**config.mk**
```make
export PLATFORM = sky130hd
export DESIGN_NAME = slt_iter
export DESIGN_NICKNAME = d
export VERILOG_FILES = /design/src/rtl/slt_iter.sv
export SDC_FILE = /design/constraint.sdc
export NUM_CORES = 1
export LEC_CHECK = 0
export CORE_UTILIZATION = 40
export CTS_BUF_LIST = sky130_fd_sc_hd__clkbuf_8 sky130_fd_sc_hd__clkbuf_16
export DETAILED_ROUTE_END_ITERATION = 10
export PLACE_DENSITY = 0.73
export SYNTH_ARGS = -nofsm -noshare
export SYNTH_HDL_FRONTEND = slang
export SYNTH_SLANG_ARGS = --single-unit
```
**constraint.sdc**
```tcl
create_clock -name clk -period 2.8 [get_ports clk]
set_input_delay 0.42 -clock clk [delete_from_list [all_inputs] [get_ports clk]]
set_output_delay 0.42 -clock clk [all_outputs]
set_load 0.05 [all_outputs]
```
**src/rtl/slt_iter.sv**
```systemverilog
// slt_iter: iterative set-compare unit (SLT / SLTU / SEQ / SNE), CHUNK bits per cycle, MSB first.
// Latency: S+1 edges from accept to out_valid (EARLY_EXIT=0); k+1 edges when chunk k is the first difference (EARLY_EXIT=1).
// Backpressure: in_ready only in IDLE; result/out_valid held in DONE until out_ready, in_valid ignored meanwhile.
//
// Ports:
//   clk, rstn             clock, synchronous active-low reset
//   in_valid/in_ready     operand handshake (op, X, Y sampled on accept)
//   out_valid/out_ready   result handshake; result = {N-1 zeros, flag}
//   busy                  unit is not idle
module slt_iter #(
  parameter int N          = 32,
  parameter int CHUNK      = 8,
  parameter int EARLY_EXIT = 0
) (
  input  logic         clk,
  input  logic         rstn,
  input  logic         in_valid,
  output logic         in_ready,
  input  logic [1:0]   op,
  input  logic [N-1:0] X,
  input  logic [N-1:0] Y,
  output logic         out_valid,
  input  logic         out_ready,
  output logic [N-1:0] result,
  output logic         busy
);

  localparam int S  = N / CHUNK;
  localparam int SW = (S > 1) ? $clog2(S) : 1;
  localparam logic [SW-1:0] STEP_TOP = SW'(S - 1);
  localparam logic [N-1:0]  MSB_MASK = {1'b1, {(N-1){1'b0}}};

  localparam logic [1:0] OP_SLT  = 2'b00;
  localparam logic [1:0] OP_SLTU = 2'b01;
  localparam logic [1:0] OP_SEQ  = 2'b10;
  localparam logic [1:0] OP_SNE  = 2'b11;

  typedef enum logic [1:0] {ST_IDLE, ST_BUSY, ST_DONE} state_t;

  state_t         state_q, state_d;
  logic [N-1:0]   x_q, x_d, y_q, y_d;
  logic [1:0]     op_q, op_d;
  logic [SW-1:0]  step_q, step_d;
  logic           decided_q, decided_d;
  logic           lt_q, lt_d;
  logic           neq_q, neq_d;
  logic           flag_q, flag_d;
  // Goes high on the first edge with rstn released; keeps in_ready low during reset.
  logic           live_q;

  // Chunk views of the latched operands, index 0 = least significant chunk.
  logic [CHUNK-1:0] x_chunks [S];
  logic [CHUNK-1:0] y_chunks [S];
  logic [CHUNK-1:0] xc, yc;
  logic             hit;

  for (genvar g = 0; g < S; g++) begin : g_chunk
    assign x_chunks[g] = x_q[g*CHUNK +: CHUNK];
    assign y_chunks[g] = y_q[g*CHUNK +: CHUNK];
  end

  assign xc  = x_chunks[step_q];
  assign yc  = y_chunks[step_q];
  assign hit = !decided_q && (xc != yc);

  assign in_ready  = (state_q == ST_IDLE) && live_q;
  assign busy      = (state_q != ST_IDLE);
  assign out_valid = (state_q == ST_DONE);
  assign result    = {{(N-1){1'b0}}, flag_q};

  always_comb begin
    state_d   = state_q;
    x_d       = x_q;
    y_d       = y_q;
    op_d      = op_q;
    step_d    = step_q;
    decided_d = decided_q;
    lt_d      = lt_q;
    neq_d     = neq_q;
    flag_d    = flag_q;

    unique case (state_q)
      ST_IDLE: begin
        if (in_valid && live_q) begin
          state_d   = ST_BUSY;
          // Flipping both sign bits turns signed order into unsigned order.
          x_d       = (op == OP_SLT) ? (X ^ MSB_MASK) : X;
          y_d       = (op == OP_SLT) ? (Y ^ MSB_MASK) : Y;
          op_d      = op;
          step_d    = STEP_TOP;
          decided_d = 1'b0;
          lt_d      = 1'b0;
          neq_d     = 1'b0;
        end
      end
      ST_BUSY: begin
        // The first differing chunk from the MSB decides the whole comparison.
        if (hit) begin
          lt_d      = (xc < yc);
          neq_d     = 1'b1;
          decided_d = 1'b1;
        end
        if (step_q == '0 || (EARLY_EXIT != 0 && hit)) begin
          state_d = ST_DONE;
          unique case (op_d)
            OP_SLT, OP_SLTU: flag_d = lt_d;
            OP_SEQ:          flag_d = !neq_d;
            OP_SNE:          flag_d = neq_d;
            default:         flag_d = 1'b0;
          endcase
        end else begin
          step_d = step_q - 1'b1;
        end
      end
      ST_DONE: begin
        if (out_ready) state_d = ST_IDLE;
      end
      default: state_d = ST_IDLE;
    endcase
  end

  always_ff @(posedge clk) begin
    if (!rstn) begin
      state_q   <= ST_IDLE;
      x_q       <= '0;
      y_q       <= '0;
      op_q      <= '0;
      step_q    <= '0;
      decided_q <= 1'b0;
      lt_q      <= 1'b0;
      neq_q     <= 1'b0;
      flag_q    <= 1'b0;
      live_q    <= 1'b0;
    end else begin
      state_q   <= state_d;
      x_q       <= x_d;
      y_q       <= y_d;
      op_q      <= op_d;
      step_q    <= step_d;
      decided_q <= decided_d;
      lt_q      <= lt_d;
      neq_q     <= neq_d;
      flag_q    <= flag_d;
      live_q    <= 1'b1;
    end
  end

endmodule

```
==> results of run 1 <==
[power groups by stage]
| stage | clock network (W) | logic [W] | registers, W |
|---|---|---|---|
| final | 0.000904 | 0.000532 | 0.00117 |
| after global routing | 0.000953 | 0.000582 | 0.00117 |
| after CTS | 0.000912 | 0.000536 | 0.00117 |
| after detailed placement | 0 | 0.000533 | 0.00119 |
| after global placement | 0 | 0.000516 | 0.00119 |
| after floorplan | 0 | 0.000428 | 0.00117 |
[tightest hold or removal path: stages, from the launching register on]
cell and delay, ns:
dfxtp_1 0.31, nand2_1 0.05, a21oi_1 0.05
[per-stage QoR]
stage / hold slack (ns) / utilization, % / cells / setup WS, ns / power, W
2_1_floorplan: 0.433 / - / 444 / 0.376 / 0.00160
3_3_place_gp: 0.446 / 48.7 / 573 / 0.406 / 0.00171
3_5_place_dp: 0.444 / 48.7 / 573 / 0.275 / 0.00172
4_1_cts: 0.454 / 51.2 / 588 / 0.252 / 0.00261
5_1_grt: 0.480 / 51.2 / 588 / 0.0945 / 0.00271
6_report: 0.455 / 51.2 / 588 / 0.257 / 0.00260
[metal layers]
metal  wire length (um)  track usage (%)
met5                  0                0
met4                123             7.81
met3                355             2.72
met2               4120             30.8
met1               3290             19.7
[final cells by class]
| type | instances | share of cell area, % |
|---|---|---|
| clock inverter | 5 | 1.72 |
| sequential | 75 | 33.3 |
| tap | 108 | 3.00 |
| clock buffer | 10 | 3.05 |
| inverter | 12 | 1.00 |
| timing repair buffer | 79 | 17.8 |
| multi-input combinational | 299 | 40.1 |
[state kept, by name, summed over array words and instances, names as in the netlist]
| register | flops |
|---|---|
| x_q | 32 |
| y_q | 32 |
| op_q | 2 |
| state_q | 2 |
| step_q | 2 |
| decided_q | 1 |
| flag_q | 1 |
| live_q | 1 |
| lt_q | 1 |
| neq_q | 1 |
[worst paths after layout]
check | startpoint | end | cells past startpoint
setup / recovery | step_q[1] | lt_q | 7
hold / removal | x_q[27] | x_q[27] | 2
setup reg to reg | step_q[1] | lt_q | 7
hold reg to reg | x_q[27] | x_q[27] | 2
[cells by family (layout without fill, tap and decap cells)]
group,Yosys count,count (layout),share of synthesized area (%)
AO/OA/AOI/OAI,81,81,13.6
XOR/XNOR,2,2,0.477
adder cells (fa/ha/maj),9,9,3.07
buffers and inverters,70,106,13.0
flip-flops,75,75,40.9
multiplexers,17,17,10.1
other,1,31,0.102
AND/OR/NAND/NOR,159,159,18.8
[synth_stat cells (all sizes together), types with 2 or more instances]
library cell | n | area (um2)
nor2b | 3 | 18.8
a21oi | 69 | 383
nor2 | 8 | 32.5
nand4 | 2 | 12.5
nand3b | 2 | 15.0
nand2 | 133 | 532
mux4 | 16 | 360
and3 | 2 | 12.5
ha | 9 | 113
nand2b | 3 | 18.8
a211oi | 4 | 45.1
buf | 52 | 410
clkbuf | 6 | 22.5
xnor2 | 2 | 17.5
inv | 12 | 45.0
dfxtp | 75 | 1500
==> key figures, run 1 <==
Floorplanning
  • Core Area: 8810 um2
  • Row count: 34
  • DIE HEIGHT: 97.8 um
  • Starting Density: 41.7%
  • Die ar.: 9570 um2
  • Die W: 97.8 um
  • IO Count: 105

Clock network
  • Setup Fix Bufs, Post-CTS: 0
  • Post_cts resized: 0
  • Worst-Skew Late Latency: 0.35 ns
  • CTS Sinks: 75
  • CTS Buffer Depth: 2
  • TritonCTS Buffers: 9
  • Clk Tree Root Cell: clkbuf_8
  • Reg clk slew, reported paths: 0.07 ns
  • Hold buffers post-CTS: 0
  • H-tree Lvls: 3
  • CTS tree: done

Critical path
  • CP top delay family: flip-flops
  • Crit end category: flip-flop
  • Critical path class: reg2reg
  • WP data arrival: 2.78 ns
  • R2R setup slack: 0.26 ns
  • CP max FO: 11
  • CP max-delay cell: dfxtp_1
  • CP required: 3.04 ns
  • Crit-path cells: buf_4 -> mux4_2 -> ha_1 -> nand4_1 -> o21bai_2 -> or3b_4 -> a32o_1
  • Max incr delay on CP: 0.63 ns
  • Worst setup SP type: flip-flop
  • Buf/Inv on CP: 1

Synthesis
  • Yosys warns: 0
  • Register area share after synthesis: 40.9%
  • Area of the mapped netlist: 3670 um2
  • Ys async rst share: 0%
  • Number of synthesized flops with an enable pin: 0
  • Cells after Synth: 414
  • Synth Register Bits: 75
  • Main synth FF type: dfxtp_1
  • Distinct cell type count of the synthesized netlist: 42
  • Syn_area_per_cell: 8.87 um2

Layout
  • Fillers: 798
  • Most frequent cells in the layout: nand2_1, dfxtp_1, clkdlybuf4s50_1
  • Register area: 1500 um2
  • Layout cells sized above 1: 14.4%
  • Layout Nets: 555
  • Commonest non-fill, non-tap cell in the layout: nand2_1
  • Multi-input logic area: 1810 um2
  • Area Growth Syn to Fin: 22.6%
  • ANT cells: 0
  • Final instance area: 4510 um2

Outcome
  • Failing checks: DRC
  • Status: finished with violations

Placement
  • Placed Area: 4290 um2
  • Post-DP HPWL: 5.88 mm
  • Placer Congestion: 0.810
  • Port bufs: 73

Run
  • Max Cap Violations: 0

Drt
  • WL per Instance: 13.4 um
  • DR DRC count: 12
  • Vias: 2,909
  • Drt pass-1 iters: 9
  • Initial DRC count: 191
  • Routed Antenna Nets: 0
  • DR vias/cell: 4.95
  • Drt total wl: 7.89 mm

Power and ir drop
  • Sw Share: 28.1%
  • Psw: 0.000732 W
  • Internal power: 0.00187 W
  • Reg power frac: 44.8%
  • Pwr Density: 578 nW/um2
  • Comb pwr share: 20.4%
  • Leak Pwr: 1.66 nW
  • Peak supply drop: 0.244 mV
  • Clock group share of total power: 34.7%

Worst hold path
  • Min-delay worst type: reg2reg

Global routing
  • Total global routing track utilization: 17.0%
  • Initial antenna violation count: 0
  • Vias in the first global route: 2,811
  • Total grt overflow: 0
  • Global-route wire length before repair: 12.9 mm
  • Largest net degree at the start of global routing: 45

STA
  • Setup violations, final: 0
  • Final Hold Fails: 0
  • Relative slew slack: 59.6%
  • Slew Viols, Final: 0
  • Unrepaired setup endpoints after global routing: false
  • Slew @ Worst Pin: 0.606 ns
  • Setup TNS: 0 ns
  • Clock Skews: 0.00896 ns
  • F_max: 393 MHz
  • Fin crit period: 2.54 ns
  • Crit share post-route: 90.8%
Note: power is estimated with default switching activity, not from simulation.
==> run 2, diff against run 1 <==
--- a/config.mk
+++ b/config.mk
@@ -6,8 +6,10 @@
 export NUM_CORES = 1
 export LEC_CHECK = 0
-export CORE_UTILIZATION = 40
+export CELL_PAD_IN_SITES_DETAIL_PLACEMENT = 0
+export CELL_PAD_IN_SITES_GLOBAL_PLACEMENT = 1
+export CORE_UTILIZATION = 35
 export CTS_BUF_LIST = sky130_fd_sc_hd__clkbuf_8 sky130_fd_sc_hd__clkbuf_16
 export DETAILED_ROUTE_END_ITERATION = 10
-export PLACE_DENSITY = 0.73
+export PLACE_DENSITY = 0.84
 export SYNTH_ARGS = -nofsm -noshare
 export SYNTH_HDL_FRONTEND = slang
==> constraint.sdc (replaced) <==
create_clock -name clk -period 2.8 [get_ports clk]
set_input_delay 0.56 -clock clk [delete_from_list [all_inputs] [get_ports clk]]
set_output_delay 0.56 -clock clk [all_outputs]
set_load 0.05 [all_outputs]
==> run 2 against run 1 <==
Net effect:
- the run now ends clean
- hold slack is essentially flat
- power grew 3.6%
- sequential share of layout area shrank 0.78 points
- non-clock buffer count grew 3
- die area grew 14%
==> key figures, run 2 (synthesis results as in run 1) <==
Layout
  • Commonest non-fill, non-tap cell in the layout: nand2_1
  • Post-Layout Cell Count: 620
  • Layout cells sized above 1: 15.1%
  • Most frequent cells in the layout: nand2_1, dfxtp_1, clkdlybuf4s50_1
  • Fillers: 1,025
  • ANT cells: 0
  • Layout Nets: 558
  • Area Growth Syn to Fin: 25.6%
  • Largest registers: x_q: 32 flops, y_q: 32 flops
  • Register area: 1500 um2
  • Multi-input logic area: 1810 um2

Power and ir drop
  • Leak Pwr: 1.69 nW
  • Peak supply drop: 0.233 mV
  • Pwr Density: 585 nW/um2

Drt
  • DR vias/cell: 4.64
  • Vias: 2,877
  • Drt pass-1 iters: 4
  • WL per Instance: 12.8 um
  • DR DRC count: 0
  • Initial DRC count: 119
  • Routed Antenna Nets: 0
  • Drt total wl: 7.92 mm

Global routing
  • Vias in the first global route: 2,843
  • Total global routing track utilization: 15.2%
  • Total grt overflow: 0
  • Global-route wire length before repair: 12.9 mm
  • Initial antenna violation count: 0
  • Largest net degree at the start of global routing: 42

Worst hold path
  • Min-delay worst type: reg2reg

Critical path
  • Worst setup SP type: flip-flop
  • Crit-path cells: buf_4 -> mux4_2 -> ha_1 -> nor2b_1 -> o211ai_1 -> a21oi_1 -> nor4_1 -> a32o_1
  • CP required: 3.10 ns
  • Max incr delay on CP: 0.53 ns
  • CP max-delay cell: mux4_2
  • WP data arrival: 2.85 ns
  • Crit end category: flip-flop
  • CP max FO: 11
  • Critical path class: reg2reg
  • CP top delay family: simple AND/OR/NAND/NOR gates
  • Buf/Inv on CP: 1

Floorplanning
  • Die W: 104 um
  • DIE HEIGHT: 104 um
  • Starting Density: 35.9%
  • Die ar.: 10,900 um2
  • Core Area: 10,200 um2
  • Row count: 37
  • IO Count: 105

Clock network
  • H-tree Lvls: 3
  • Reg clk slew, reported paths: 0.08 ns
  • Post_cts resized: 0
  • TritonCTS Buffers: 9
  • CTS tree: done
  • Clk Tree Root Cell: clkbuf_8
  • CTS Buffer Depth: 2
  • Hold buffers post-CTS: 0
  • CTS Sinks: 75
  • Worst-Skew Late Latency: 0.35 ns
  • Setup Fix Bufs, Post-CTS: 0

STA
  • Clock Skews: 0.0141 ns
  • Final Hold Fails: 0
  • Setup violations, final: 0
  • Unrepaired setup endpoints after global routing: false
  • Slew @ Worst Pin: 0.555 ns
  • F_max: 392 MHz
  • Setup TNS: 0 ns
  • Slew Viols, Final: 0
  • Relative slew slack: 63.0%
  • Crit share post-route: 91.1%
  • Fin crit period: 2.55 ns

Outcome
  • Status: completed

Placement
  • Post-DP HPWL: 6.06 mm
  • Port bufs: 73
  • Placer Congestion: 0.827
  • Dpl cells: 604

Run
  • Max Cap Violations: 0
-- run 2: metal layers --
metal / global-route usage, % / part of all wire (%) / routed length, um / up-vias
met2: 26.9 / 51 / 4030 / 72
met5: 0 / 0 / 0 / -
li1: - / - / - / 1453
met1: 17.0 / 43 / 3400 / 1333
met4: 8.27 / 2.9 / 227 / 0
met3: 3.07 / 3.4 / 272 / 19
-- run 2: area by class of cell --
class	instances	share of cell area [%]
repair buffers	82	18.4
well taps	136	3.69
inverters	12	0.976
multi-input cells	299	39.2
clock inverters	7	2.52
flip-flops and latches	75	32.5
clock buffers	9	2.69
-- run 2: worst paths after layout --
path / from / to / slack, ns / cells past startpoint
hold reg to reg: x_q[24] / x_q[24] / 0.46 / 2
hold / removal: x_q[24] / x_q[24] / 0.46 / 2
setup reg to reg: step_q[0] / lt_q / 0.25 / 8
setup / recovery: step_q[0] / lt_q / 0.25 / 8
-- run 2: stage by stage --
step / hold slack [ns] / worst slack (ns) / cell area (um2) / utilization [%] / power [W]
floorplan: 0.433 / 0.376 / 3790 / - / 0.00160
global placement: 0.445 / 0.430 / 4370 / 42.7 / 0.00172
detailed placement: 0.446 / 0.315 / 4370 / 42.7 / 0.00173
CTS: 0.458 / 0.280 / 4610 / 45.1 / 0.00272
global route: 0.476 / 0.108 / 4610 / 45.1 / 0.00282
finish: 0.455 / 0.248 / 4610 / 45.1 / 0.00270
-- run 2: tightest hold or removal path: stages (launching register included) --
cell and delay, ns:
dfxtp_1 0.31, nand2_1 0.05, a21oi_1 0.05
-- run 2: power by group --
part	internal, W	switching, W
registers	0.00112	0.0000372
logic	0.000237	0.000308
clock network	0.000590	0.000402
